==> src/rtl/vedic_pkg.sv <==
// vedic_pkg: shared widths, FSM state and tag types for the vedic multiplier arbiter.
package vedic_pkg;
    localparam int OPW   = 8;
    localparam int PRODW = 16;
    localparam int IDW   = 3;

    typedef enum logic [1:0] {IDLE, BUSY, DRAIN, HALT} state_t;

    typedef struct packed {
        logic           valid;
        logic [IDW-1:0] id;
    } tag_t;
endpackage

==> src/rtl/vedic_rr_arbiter.sv <==
// vedic_rr_arbiter: one-hot round-robin grant over valid requesters, pointer advances past each accept.
import vedic_pkg::*;

module vedic_rr_arbiter #(
    parameter int NUM_REQ = 4
) (
    input  logic               clk,
    input  logic               rst_n,
    input  logic [NUM_REQ-1:0] valid,
    input  logic               hold,
    output logic [NUM_REQ-1:0] grant,
    output logic [IDW-1:0]     grant_id,
    output logic               grant_any
);
    logic [IDW-1:0] ptr;
    int k;

    // Scan offsets from farthest to nearest so the nearest valid requester wins.
    always_comb begin
        grant     = '0;
        grant_id  = '0;
        grant_any = 1'b0;
        k         = 0;
        for (int j = NUM_REQ - 1; j >= 0; j--) begin
            k = int'(ptr) + j;
            if (k >= NUM_REQ) k = k - NUM_REQ;
            if (valid[k] && !hold && rst_n) begin
                grant     = '0;
                grant[k]  = 1'b1;
                grant_id  = k[IDW-1:0];
                grant_any = 1'b1;
            end
        end
    end

    always_ff @(posedge clk or negedge rst_n) begin
        if (!rst_n) ptr <= '0;
        else if (grant_any) ptr <= (grant_id == IDW'(NUM_REQ - 1)) ? '0 : grant_id + 1'b1;
    end
endmodule

==> src/rtl/vedic_mul_arbiter.sv <==
// vedic_mul_arbiter: shares one pipelined vedic8x8 multiplier among NUM_REQ requesters and routes results back.
// Optional VEDIC_ARB_ISSUE_CNT_EN adds a saturating 16-bit accept counter output issue_cnt.
import vedic_pkg::*;

module vedic_mul_arbiter #(
    parameter int NUM_REQ = 4,
    parameter int MUL_LAT = 2
) (
    input  logic                   clk,
    input  logic                   rst_n,
    input  logic [NUM_REQ-1:0]     req_valid,
    input  logic [OPW*NUM_REQ-1:0] req_a,
    input  logic [OPW*NUM_REQ-1:0] req_b,
    output logic [NUM_REQ-1:0]     req_ready,
    input  logic                   hold,
    output logic [OPW-1:0]         mul_a,
    output logic [OPW-1:0]         mul_b,
    input  logic [PRODW-1:0]       mul_prod,
    input  logic                   mul_overflow,
    output logic [NUM_REQ-1:0]     rsp_valid,
    output logic [PRODW-1:0]       rsp_prod,
    output logic                   rsp_overflow,
    output logic                   idle
`ifdef VEDIC_ARB_ISSUE_CNT_EN
    ,output logic [15:0]           issue_cnt
`endif
);
    logic [IDW-1:0] gid;
    logic           acc;
    logic           inflight;
    tag_t           tags [MUL_LAT];
    state_t         state;

    vedic_rr_arbiter #(.NUM_REQ(NUM_REQ)) u_arb (
        .clk       (clk),
        .rst_n     (rst_n),
        .valid     (req_valid),
        .hold      (hold),
        .grant     (req_ready),
        .grant_id  (gid),
        .grant_any (acc)
    );

    // Work still outstanding after this edge: a new accept or any tag not yet at the last stage.
    always_comb begin
        inflight = acc;
        for (int i = 0; i < MUL_LAT - 1; i++) inflight = inflight | tags[i].valid;
    end

    always_ff @(posedge clk or negedge rst_n) begin
        if (!rst_n) begin
            mul_a     <= '0;
            mul_b     <= '0;
            rsp_valid <= '0;
            for (int i = 0; i < MUL_LAT; i++) tags[i] <= '0;
        end else begin
            if (acc) begin
                mul_a <= req_a[int'(gid)*OPW +: OPW];
                mul_b <= req_b[int'(gid)*OPW +: OPW];
            end
            tags[0] <= '{valid: acc, id: gid};
            for (int i = 1; i < MUL_LAT; i++) tags[i] <= tags[i-1];
            rsp_valid <= tags[MUL_LAT-1].valid ? NUM_REQ'(1) << tags[MUL_LAT-1].id : '0;
        end
    end

    assign rsp_prod     = |rsp_valid ? mul_prod : '0;
    assign rsp_overflow = |rsp_valid & mul_overflow;

    always_ff @(posedge clk or negedge rst_n) begin
        if (!rst_n) begin
            state <= IDLE;
            idle  <= 1'b1;
        end else begin
            state <= hold ? (inflight ? DRAIN : HALT) : (inflight ? BUSY : IDLE);
            idle  <= !hold && !inflight;
        end
    end

`ifdef VEDIC_ARB_ISSUE_CNT_EN
    always_ff @(posedge clk or negedge rst_n) begin
        if (!rst_n) issue_cnt <= '0;
        else if (acc && issue_cnt != 16'hFFFF) issue_cnt <= issue_cnt + 1'b1;
    end
`endif
endmodule
==> config.mk <==
export PLATFORM = sky130hd
export DESIGN_NAME = vedic_mul_arbiter
export DESIGN_NICKNAME = d
export VERILOG_FILES = /design/src/rtl/vedic_pkg.sv /design/src/rtl/vedic_rr_arbiter.sv /design/src/rtl/vedic_mul_arbiter.sv
export SDC_FILE = /design/constraint.sdc
export NUM_CORES = 1
export LEC_CHECK = 0
export BUFFER_PORTS_ARGS = -buffer_cell sky130_fd_sc_hd__clkbuf_2
export CORE_MARGIN = 2
export CORE_UTILIZATION = 37
export CTS_BUF_LIST = sky130_fd_sc_hd__clkbuf_4 sky130_fd_sc_hd__clkbuf_8 sky130_fd_sc_hd__clkbuf_16
export DETAILED_ROUTE_END_ITERATION = 7
export GPL_ROUTABILITY_DRIVEN = 0
export PLACE_DENSITY = 0.68
export SYNTH_ARGS = -nofsm -noshare
export SYNTH_HDL_FRONTEND = slang
export SYNTH_SLANG_ARGS = --single-unit
==> constraint.sdc <==
create_clock -name clk -period 4.76 [get_ports clk]
set_clock_uncertainty 0.15 [all_clocks]
set_input_delay 1.19 -clock clk [delete_from_list [all_inputs] [get_ports clk]]
set_output_delay 1.19 -clock clk [all_outputs]
set_load 0.05 [all_outputs]
==> results_dict.tcl, run 1 <==
set metrics [dict create \
    grt_pass1_wl_um 12000 \
    wl_per_cell_um 16.0 \
    max_slew_margin 0.182 \
    die_area_mm2 0.00733 \
    cts_buffer_depth 2 \
    layout_min_cycle_time_ps 4310 \
    grt_max_degree 38 \
    via_per_inst 5.91 \
    synth_area_mm2 0.00247 \
    finalHoldViolCount 0 \
    multiInputGateArea_mm2 0.00151 \
    max_cap_violations 0 \
    drt_iter0_markers 196 \
    nets 477 \
    crit_buf_inv 2 \
    path_class "in2out" \
    drc 0 \
    fmaxAchievable_mhz 232 \
    worstPathMaxFanout 9 \
    ff2ff_setup_slack_ps 1380 \
    holdBufCountCts 0 \
    num_vias 2712 \
    post_cts_resize_count 0 \
    crit_end "req_ready[0]" \
    post-cts-setup-buffer-count 0 \
    die_w_um 85.6 \
    synth-edff-count 0 \
    min_period_over_period 0.906 \
    status "finished, final reports clean" \
    clock-sinks 32 \
    synth.yosys.seq_area_share 0.325 \
    ys_seq_elements 32 \
    grt_overflow 0 \
    final_area_mm2 0.00333 \
    ys_types 48 \
    ys_async_sr_fraction 1.00 \
    crit_start "req_valid[2]" \
    cp.depth 7 \
    ant_nets 0 \
    drt-total-wl_um 7350 \
    n_antenna_cell 0 \
    fin_tns_setup_ps 0 \
    syn_nets 352 \
    io_pins 130 \
    root_buffer "clkbuf_8" \
    yosys_warnings 0 \
    final_common_cell "clkbuf_2" \
    dpl_cell_area_mm2 0.00322 \
    path_cells "clkbuf_2 > mux2_2 > a22oi_1 > and3_1 > a221oi_1 > o31ai_2 > buf_12" \
    max_stage_delay_ps 430 \
    htreeDepth 2 \
    die_h_um 85.6 \
    cpMaxStageDelayCell "a22oi_1" \
    synthFlopType "dfrtp_1" \
    worstPathRequired_ps 3420 \
    r2r-start "u_arb.ptr[0]" \
    avgSynthCellArea_um2 9.63 \
    max_slew.worst_pin.slew_ps 1220 \
    fill_cells 615 \
    setup_viol 0 \
    end_kind "output pin" \
    regArea_um2 802 \
    clock_latency_ps 280 \
    cts_tree "done" \
    mostFrequentLayoutCells "clkbuf_2 (126), dfrtp_1 (31), o221ai_1 (30)" \
    netlist_instances 256 \
    grt_antenna_before_repair 0 \
    rr_worst_depth 11 \
    track_usage 0.202 \
    rows 29 \
    drive_gt1_frac 0.437 \
    dp_hpwl_um 5330 \
    cellPowerDensity_mw_per_mm2 677 \
    drv_slew 0 \
    path_delay_family "compound AO/OA/AOI/OAI gates" \
    grt_setup_unrepaired "false" \
    p_leak_nw 1.59 \
    io_buffers 129 \
    grt_pass1_vias 2514 \
    arrival_ps 2970 \
    clk_pin_slew_worst_paths_ps 60 \
    r2r_end "u_arb.ptr[1]" \
    firstDrtPassIters 4 \
    ir_drop_mv 0.426 \
    core_mm2 0.00639 \
    start_kind "input pin" \
    syn_to_final_growth_pct 35.1 \
    hold_class "reg2reg" \
    cts_buffers 5 \
    initial_core_util 0.386 \
]
[worst register-to-register path: stages, from the launching register on]
cell	delay [ps]
dfrtp_1	360
inv_1	150
ha_1	530
mux2i_1	340
o22a_1	290
buf_4	190
a21o_1	150
a2bb2oi_2	60
buf_4	210
inv_2	310
ha_1	300
mux2_2	250
[report_power, final]
part / internal [mW] / switching, mW
Combinational: 0.516 / 1.05
Clock: 0.161 / 0.100
Sequential: 0.365 / 0.0668
[how the worst min path moves through the flow]
stage	slack [ps]	endpoint	cells after the start	startpoint
floorplan	180	tags[0]	0	tags[4]
global placement	180	tags[2]	0	tags[6]
detailed placement	190	tags[1]	0	tags[5]
CTS	200	tags[1]	0	tags[5]
global route	210	tags[1]	0	tags[5]
finish	200	tags[1]	0	tags[5]
[kinds of logic (layout without fill, tap and decap cells)]
family | after synthesis | in the layout | synth area share
adders and majority gates | 8 | 8 | 0.0406
DFF | 32 | 32 | 0.325
buffers and inverters | 30 | 156 | 0.0695
AOI/OAI and AO/OA | 96 | 96 | 0.340
and+or+nand+nor | 76 | 76 | 0.161
muxes | 14 | 14 | 0.0634
[synthesized netlist by cell type (3+ instances only)]
| library cell | number | share of area |
|---|---|---|
| mux2_2 | 3 | 0.014 |
| o22ai_1 | 3 | 0.0076 |
| dfrtp_1 | 31 | 0.31 |
| o221ai_2 | 3 | 0.018 |
| o31ai_1 | 4 | 0.012 |
| nor2b_1 | 19 | 0.048 |
| nand2_1 | 24 | 0.037 |
| ha_1 | 8 | 0.041 |
| nor3b_1 | 3 | 0.0091 |
| mux2i_1 | 10 | 0.041 |
| o221ai_1 | 30 | 0.11 |
| a221oi_1 | 3 | 0.011 |
| and3_1 | 3 | 0.0076 |
| nand3_1 | 3 | 0.0061 |
| clkbuf_1 | 8 | 0.012 |
| inv_1 | 6 | 0.0091 |
| a21oi_1 | 3 | 0.0061 |
| buf_2 | 8 | 0.016 |
| nor2_1 | 9 | 0.014 |
| o2bb2ai_1 | 16 | 0.057 |
| buf_6 | 6 | 0.027 |
| a32oi_1 | 17 | 0.060 |
| nor3_1 | 5 | 0.010 |
[area by class of cell]
| cell class | count | share of cell area |
|---|---|---|
| clock buffers | 6 | 0.0229 |
| clock inverters | 2 | 0.0105 |
| inverters | 7 | 0.00789 |
| multi-input cells | 194 | 0.455 |
| flip-flops and latches | 32 | 0.241 |
| well taps | 77 | 0.0289 |
| repair buffers | 141 | 0.234 |
[state kept, by name (all words and copies together) (netlist names)]
name	cells
rsp_valid	4
mul_a	8
mul_b	8
tags	8
u_arb.ptr	3
idle	1
[layer usage]
metal,vias up,GRT usage,wire [um]
met4,0,0.0534,49
li1,1273,-,-
met5,-,0,0
met1,1298,0.266,3100
met2,135,0.333,3580
met3,6,0.0481,628
[metrics by stage]
step           std cells  power (mW)  utilization  worst slack (ps)  hold WS (ps)
5_1_grt              459        2.40        0.522               372           212
4_1_cts              459        2.27        0.522               491           201
3_3_place_gp         451        1.98        0.504               543           184
6_report             459        2.26        0.522               446           198
3_5_place_dp         451        2.00        0.504               491           186
2_1_floorplan        256        1.63            -               379           181
Note: power is estimated with default switching activity, not from simulation.
==> run 2: changes to the inputs <==
--- a/config.mk
+++ b/config.mk
@@ -5,6 +5,7 @@
 export SDC_FILE = /design/constraint.sdc
 export NUM_CORES = 1
 export LEC_CHECK = 0
+export ABC_AREA = 1
 export BUFFER_PORTS_ARGS = -buffer_cell sky130_fd_sc_hd__clkbuf_2
 export CORE_MARGIN = 2
 export CORE_UTILIZATION = 37
@@ -12,6 +13,7 @@
 export DETAILED_ROUTE_END_ITERATION = 7
 export GPL_ROUTABILITY_DRIVEN = 0
 export PLACE_DENSITY = 0.68
+export SLEW_MARGIN = 25
 export SYNTH_ARGS = -nofsm -noshare
 export SYNTH_HDL_FRONTEND = slang
 export SYNTH_SLANG_ARGS = --single-unit
==> run 2 against run 1 <==
Critical path depth is 6 higher. Sequential power is 12% higher. Flip-flop and latch count stayed put. Maximum frequency is 5.1% higher. Critical path type is now reg2out. Critical endpoint unchanged.
==> results_dict.tcl, run 2 <==
set metrics [dict create \
    status "finished, final reports clean" \
    start_kind "flop" \
    n_antenna_cell 0 \
    grt_setup_unrepaired "false" \
    die_area_mm2 0.00709 \
    ys_async_sr_fraction 1.00 \
    io_buffers 129 \
    cts_tree "done" \
    yosys_warnings 0 \
    core_mm2 0.00628 \
    postLayoutCoreUtil 0.499 \
    netlist_top_cells_area "dfrtp_1 (33%), nand3_1 (20%), nand2_1 (14%), ha_1 (4.2%), inv_1 (4.1%)" \
    synth-edff-count 0 \
    path_class "reg2out" \
    ys_top_cells_by_count "nand3_1 (96), nand2_1 (87), dfrtp_1 (31), inv_1 (26), nor2_1 (25)" \
    p_comb_frac 0.687 \
    synth_area_mm2 0.00238 \
    r2r_end "u_arb.ptr[1]" \
    firstDrtPassIters 4 \
    cpMaxStageDelayCell "dfrtp_1" \
    cellPowerDensity_mw_per_mm2 757 \
    syn_to_final_growth_pct 31.5 \
    ys_types 31 \
    io_pins 130 \
    path_delay_family "flip-flops" \
    max_stage_delay_ps 680 \
    num_vias 2671 \
    track_usage 0.176 \
    final_common_cell "clkbuf_2" \
    ir_drop_mv 0.369 \
    netlist_instances 340 \
    power_switching_mw 1.40 \
    drt-total-wl_um 6540 \
    cts_buffer_depth 2 \
    hold_class "reg2reg" \
    fmaxAchievable_mhz 244 \
    rows 29 \
    largest_registers "mul_a: 8 flops, mul_b: 8 flops, tags: 8 flops" \
    grt_pass1_wl_um 10200 \
    grt_max_degree 36 \
    min-delay-start "tags[4]" \
    final_area_mm2 0.00313 \
    syn_nets 436 \
    top_layer "met4" \
    clock-sinks 32 \
    avgSynthCellArea_um2 7.00 \
    via_per_inst 4.96 \
    synth.yosys.seq_area_share 0.337 \
    synthFlopType "dfrtp_1" \
    p_leak_nw 1.84 \
    max_cap_violations 0 \
    drt-met1-wl_um 2840 \
    initial_core_util 0.379 \
    finalHoldViolCount 0 \
    drive_gt1_frac 0.364 \
    grt_overflow 0 \
    whs_path_depth 0 \
    worstPathRequired_ps 3420 \
    drt_iter0_markers 107 \
    root_buffer "clkbuf_8" \
    pwr-share-seq 0.205 \
    drc 0 \
    fin_tns_setup_ps 0 \
    ys_seq_elements 32 \
    max_slew.worst_pin.slew_ps 905 \
    holdBufCountCts 0 \
    setup_viol 0 \
    clk_pin_slew_worst_paths_ps 70 \
    path_cells "inv_6 > ha_1 > inv_1 > nand3_1 > nand2_1 > nor2_4 > nand2_1 > nor2_1 > nand2_1 > o21ai_0 > o21ai_0 > o21ai_0 > clkbuf_2" \
    arrival_ps 2760 \
    die_w_um 84.2 \
    die_h_um 84.2 \
    wl_met2_um 3020 \
    synth_most_common_cell "nand3_1" \
    drv_slew 0 \
    max_slew_margin 0.395 \
    crit_buf_inv 3 \
    end_kind "output pin" \
    rr_worst_depth 12 \
    p_sw_frac 0.593 \
    nets 557 \
    wl_per_cell_um 12.1 \
    ant_nets 0 \
    layout_min_cycle_time_ps 4100 \
    power_frac_clock 0.109 \
    synth_top_cell_area_share 0.326 \
    hold_end "tags[0]" \
    cts_buffers 5 \
    yosysTopAreaCell "dfrtp_1" \
    htreeDepth 2 \
    post_cts_resize_count 0 \
    ff2ff_setup_slack_ps 1570 \
    min_period_over_period 0.862 \
    dpl_cell_area_mm2 0.00302 \
    r2r-start "u_arb.ptr[0]" \
    post-cts-setup-buffer-count 0 \
    dp_hpwl_um 4820 \
    worstPathMaxFanout 11 \
    grt_pass1_vias 2345 \
    mostFrequentLayoutCells "clkbuf_2 (129), nand3_1 (96), nand2_1 (87)" \
    route.met3.wl_um 623 \
    grt_antenna_before_repair 0 \
    clock_latency_ps 280 \
    intPower_mw 0.965 \
]
## run 2: cell types whose count changed after synthesis, moves of 5 or more
cell       delta
inv_2         +5
o21ai_0       +6
nor2_1       +16
a32oi_1      -17
nand2_2       +8
nand3_1      +93
inv_1        +20
o221ai_1     -30
nor2b_1      -19
nand2_1      +63
mux2i_1      -10
clkbuf_1      -7
o2bb2ai_1    -16
## run 2: cell families after synthesis
kind of cell    share of synthesized area
buf+inv                             0.107
simple gates                        0.477
compound gates                     0.0373
flops                               0.337
fa+ha+maj                          0.0421
## run 2: final cells by class
cell class	count	area (um2)
clock buffer	6	76.3
clock inverter	2	35.0
fill	641	3150
inverter	34	135
multi-input combinational	258	1330
sequential	32	802
tap	77	96.3
timing repair buffer	130	653
## run 2: worst max path at each step
stage / from / end / slack (ps) / depth (start not counted)
global route: u_arb.ptr[0] / req_ready[0] / 410 / 13
detailed placement: rst_n / req_ready[0] / 720 / 12
global placement: rst_n / req_ready[0] / 770 / 12
CTS: u_arb.ptr[0] / req_ready[0] / 650 / 13
floorplan: rst_n / req_ready[0] / 640 / 5
finish: u_arb.ptr[0] / req_ready[0] / 660 / 13
## run 2: power by group through the flow
stage               clock [mW]  sequential (mW)  combinational (mW)
floorplan                    0            0.728                1.09
global placement             0            0.483                1.62
detailed placement           0            0.489                1.64
CTS                      0.265            0.486                1.64
global route             0.276            0.498                1.77
finish                   0.257            0.485                1.63
## run 2: per-stage QoR
stage | hold WS, ps | worst slack, ps | std cells | total power, mW
final | 197 | 655 | 539 | 2.37
after floorplan | 181 | 635 | 340 | 1.81
after global placement | 182 | 766 | 531 | 2.11
after detailed placement | 186 | 716 | 531 | 2.12
after CTS | 201 | 652 | 539 | 2.39
after global routing | 205 | 410 | 539 | 2.54
## run 2: routing by layer
metal  global-route usage  vias to the layer above
li1                     -                     1349
met1                0.218                     1189
met2                0.305                      127
met3               0.0521                        6
met4               0.0352                        0
met5                    0                        -
==> run 3: changes to the inputs <==
--- a/config.mk
+++ b/config.mk
@@ -12,8 +12,9 @@
 export CTS_BUF_LIST = sky130_fd_sc_hd__clkbuf_4 sky130_fd_sc_hd__clkbuf_8 sky130_fd_sc_hd__clkbuf_16
 export DETAILED_ROUTE_END_ITERATION = 7
 export GPL_ROUTABILITY_DRIVEN = 0
-export PLACE_DENSITY = 0.68
+export PLACE_DENSITY = 0.67
 export SLEW_MARGIN = 25
 export SYNTH_ARGS = -nofsm -noshare
 export SYNTH_HDL_FRONTEND = slang
+export SYNTH_HIERARCHICAL = 1
 export SYNTH_SLANG_ARGS = --single-unit
==> constraint.sdc (replaced) <==
create_clock -name clk -period 3.8 [get_ports clk]
set_clock_uncertainty 0.15 [all_clocks]
set_input_delay 0.95 -clock clk [delete_from_list [all_inputs] [get_ports clk]]
set_output_delay 0.95 -clock clk [all_outputs]
set_load 0.05 [all_outputs]
==> run 3 against run 2 <==
Setup slack lost 310 ps. Total power is 37% higher. Routed wire length rose by 5.7%. Register-to-register slack worse by 550 ps. Largest cell class unchanged. Via count is 1.6% higher. First-iteration DRC count fell by 22%. Flip-flop and latch count unchanged. Final cell count is 3.5% higher. Final area grew 7.5%. Synthesized area rose by 6.5%. Non-clock buffer count grew 5. Global-route usage grew 0.38 points.
==> results_dict.tcl, run 3 <==
set metrics [dict create \
    max_cap_violations 0 \
    die_area_mm2 0.00753 \
    die_w_um 86.8 \
    netlist_instances 350 \
    initial_core_util 0.377 \
    grt_pass1_vias 2501 \
    netlist_top_cells_area "dfrtp_1 (31%), nand2_1 (19%), nand3_1 (12%), ha_1 (7.4%), a21boi_0 (5.0%)" \
    setup_viol 0 \
    largest_registers "mul_a: 8 flops, mul_b: 8 flops, tags: 8 flops" \
    min_period_over_period 0.908 \
    start_kind "flop" \
    ant_nets 0 \
    holdBufCountCts 0 \
    root_buffer "clkbuf_8" \
    track_usage 0.180 \
    ys_types 33 \
    io_buffers 129 \
    grt_overflow 0 \
    grt_antenna_before_repair 0 \
    synth_area_mm2 0.00253 \
    worstPathRequired_ps 2700 \
    rr_worst_depth 15 \
    r2r-start "u_arb/ptr[0]" \
    ff2ff_setup_slack_ps 1020 \
    cpMaxStageDelayCell "dfrtp_1" \
    hold_class "reg2reg" \
    nets 580 \
    fin_tns_setup_ps 0 \
    yosys_warnings 6 \
    max_slew_margin 0.680 \
    whs_path_depth 0 \
    synth.yosys.seq_area_share 0.316 \
    rows 30 \
    n_antenna_cell 0 \
    cts_buffer_depth 2 \
    path_cells "inv_8 > ha_1 > inv_1 > nand3_1 > nand2_1 > nor2_4 > nand2_1 > o21ai_0 > nor2_1 > o21ai_2 > buf_12" \
    drt_iter0_markers 83 \
    io_pins 130 \
    arrival_ps 2350 \
    htreeDepth 2 \
    drc 0 \
    place_ws_ps 416 \
    syn_nets 453 \
    status "finished, final reports clean" \
    crit_end "req_ready[3]" \
    worstPathMaxFanout 11 \
    r2r_end "mul_a[5]" \
    via_per_inst 4.86 \
    ys_async_sr_fraction 1.00 \
    ys_top_cells_by_count "nand2_1 (130), nand3_1 (62), dfrtp_1 (31), a21boi_0 (17), inv_1 (17)" \
    cellPowerDensity_mw_per_mm2 965 \
    multiInputGateArea_mm2 0.00150 \
    avgSynthCellArea_um2 7.24 \
    fmaxAchievable_mhz 290 \
    drv_slew 0 \
    ys_seq_elements 32 \
    grt_setup_unrepaired "false" \
    post_cts_resize_count 0 \
    synth-edff-count 0 \
    path_class "reg2out" \
    power_mw 3.25 \
    clk_pin_slew_worst_paths_ps 70 \
    max_stage_delay_ps 440 \
    grt_pass1_wl_um 10900 \
    end_kind "output pin" \
    regArea_um2 802 \
    syn_to_final_growth_pct 32.7 \
    drt-total-wl_um 6910 \
    wl_per_cell_um 12.4 \
    p_leak_nw 1.88 \
    grt_max_degree 34 \
    cts_tree "done" \
    clock-sinks 32 \
    layout_min_cycle_time_ps 3450 \
    synthFlopType "dfrtp_1" \
    synth_most_common_cell "nand2_1" \
    drive_gt1_frac 0.364 \
    timing.final.ws_setup_ps 349 \
    clock_latency_ps 270 \
    final_common_cell "nand2_1" \
    post-cts-setup-buffer-count 0 \
    synth_top_cell_area_share 0.306 \
    mostFrequentLayoutCells "nand2_1 (130), clkbuf_2 (125), nand3_1 (62)" \
    dp_hpwl_um 5560 \
    num_vias 2713 \
    cts_buffers 5 \
    path_common_cell "nand2_1" \
    ir_drop_mv 0.526 \
    yosysTopAreaCell "dfrtp_1" \
    finalHoldViolCount 0 \
    fill_cells 677 \
    firstDrtPassIters 4 \
    max_slew.worst_pin.slew_ps 480 \
    die_h_um 86.8 \
    core_mm2 0.00672 \
    crit_start "u_arb/ptr[0]" \
]
## run 3: changes by cell type in the layout (fill, tap and decap cells not counted), sizes merged, moves of 7 or more
cell    before  now
nor2        30   15
nand3       99   64
nand2       98  138
ha           8   15
a21boi       0   18
inv         34   24
buf          1   10
## run 3: how the worst min path moves through the flow
| stage | from | endpoint | slack [ps] |
|---|---|---|---|
| 2_1_floorplan | tags[4] | tags[0] | 180 |
| 6_report | tags[6] | tags[2] | 190 |
| 3_3_place_gp | tags[6] | tags[2] | 180 |
| 4_1_cts | tags[6] | tags[2] | 190 |
| 5_1_grt | tags[6] | tags[2] | 190 |
| 3_5_place_dp | tags[6] | tags[2] | 190 |
## run 3: kinds of logic after synthesis
family | Yosys count | share of synthesized area
fa+ha+maj | 15 | 0.0740
flops | 32 | 0.316
buf+inv | 39 | 0.0938
xor+xnor | 1 | 0.00346
simple gates | 226 | 0.409
compound gates | 37 | 0.103
## run 3: power breakdown
part	total [mW]	switching [mW]	internal, mW
Clock	0.314	0.120	0.194
Sequential	0.583	0.0885	0.495
Combinational	2.35	1.69	0.656
## run 3: worst max-delay path, delay by kind of cell, from the launching register on
family                     cells  cell delay, ps
and+or+nand+nor                5             520
DFF                            1             440
adders and majority gates      1             390
AOI/OAI and AO/OA              2             370
buffers and inverters          3             340
## run 3: per-layer routing
layer,part of all wire,vias to the layer above,global-route usage,routed length [um]
met2,0.51,83,0.329,3550
li1,-,1388,-,-
met5,0,-,0,0
met4,0.0094,0,0.0355,65
met3,0.052,6,0.0276,358
met1,0.42,1236,0.224,2940
## run 3: cell type report
cell class                 count  area share
clock buffer                   5      0.0205
clock inverter                 3      0.0126
inverter                      24      0.0312
multi-input combinational    279       0.444
sequential                    32       0.238
tap                           80      0.0298
timing repair buffer         135       0.223
## run 3: through the flow
stage / cell area [um2] / std cells / util / hold WS (ps)
floorplan: 2530 / 350 / - / 181
global placement: 3250 / 550 / 0.484 / 184
detailed placement: 3250 / 550 / 0.484 / 186
CTS: 3360 / 558 / 0.501 / 188
global route: 3360 / 558 / 0.501 / 193
finish: 3360 / 558 / 0.501 / 190
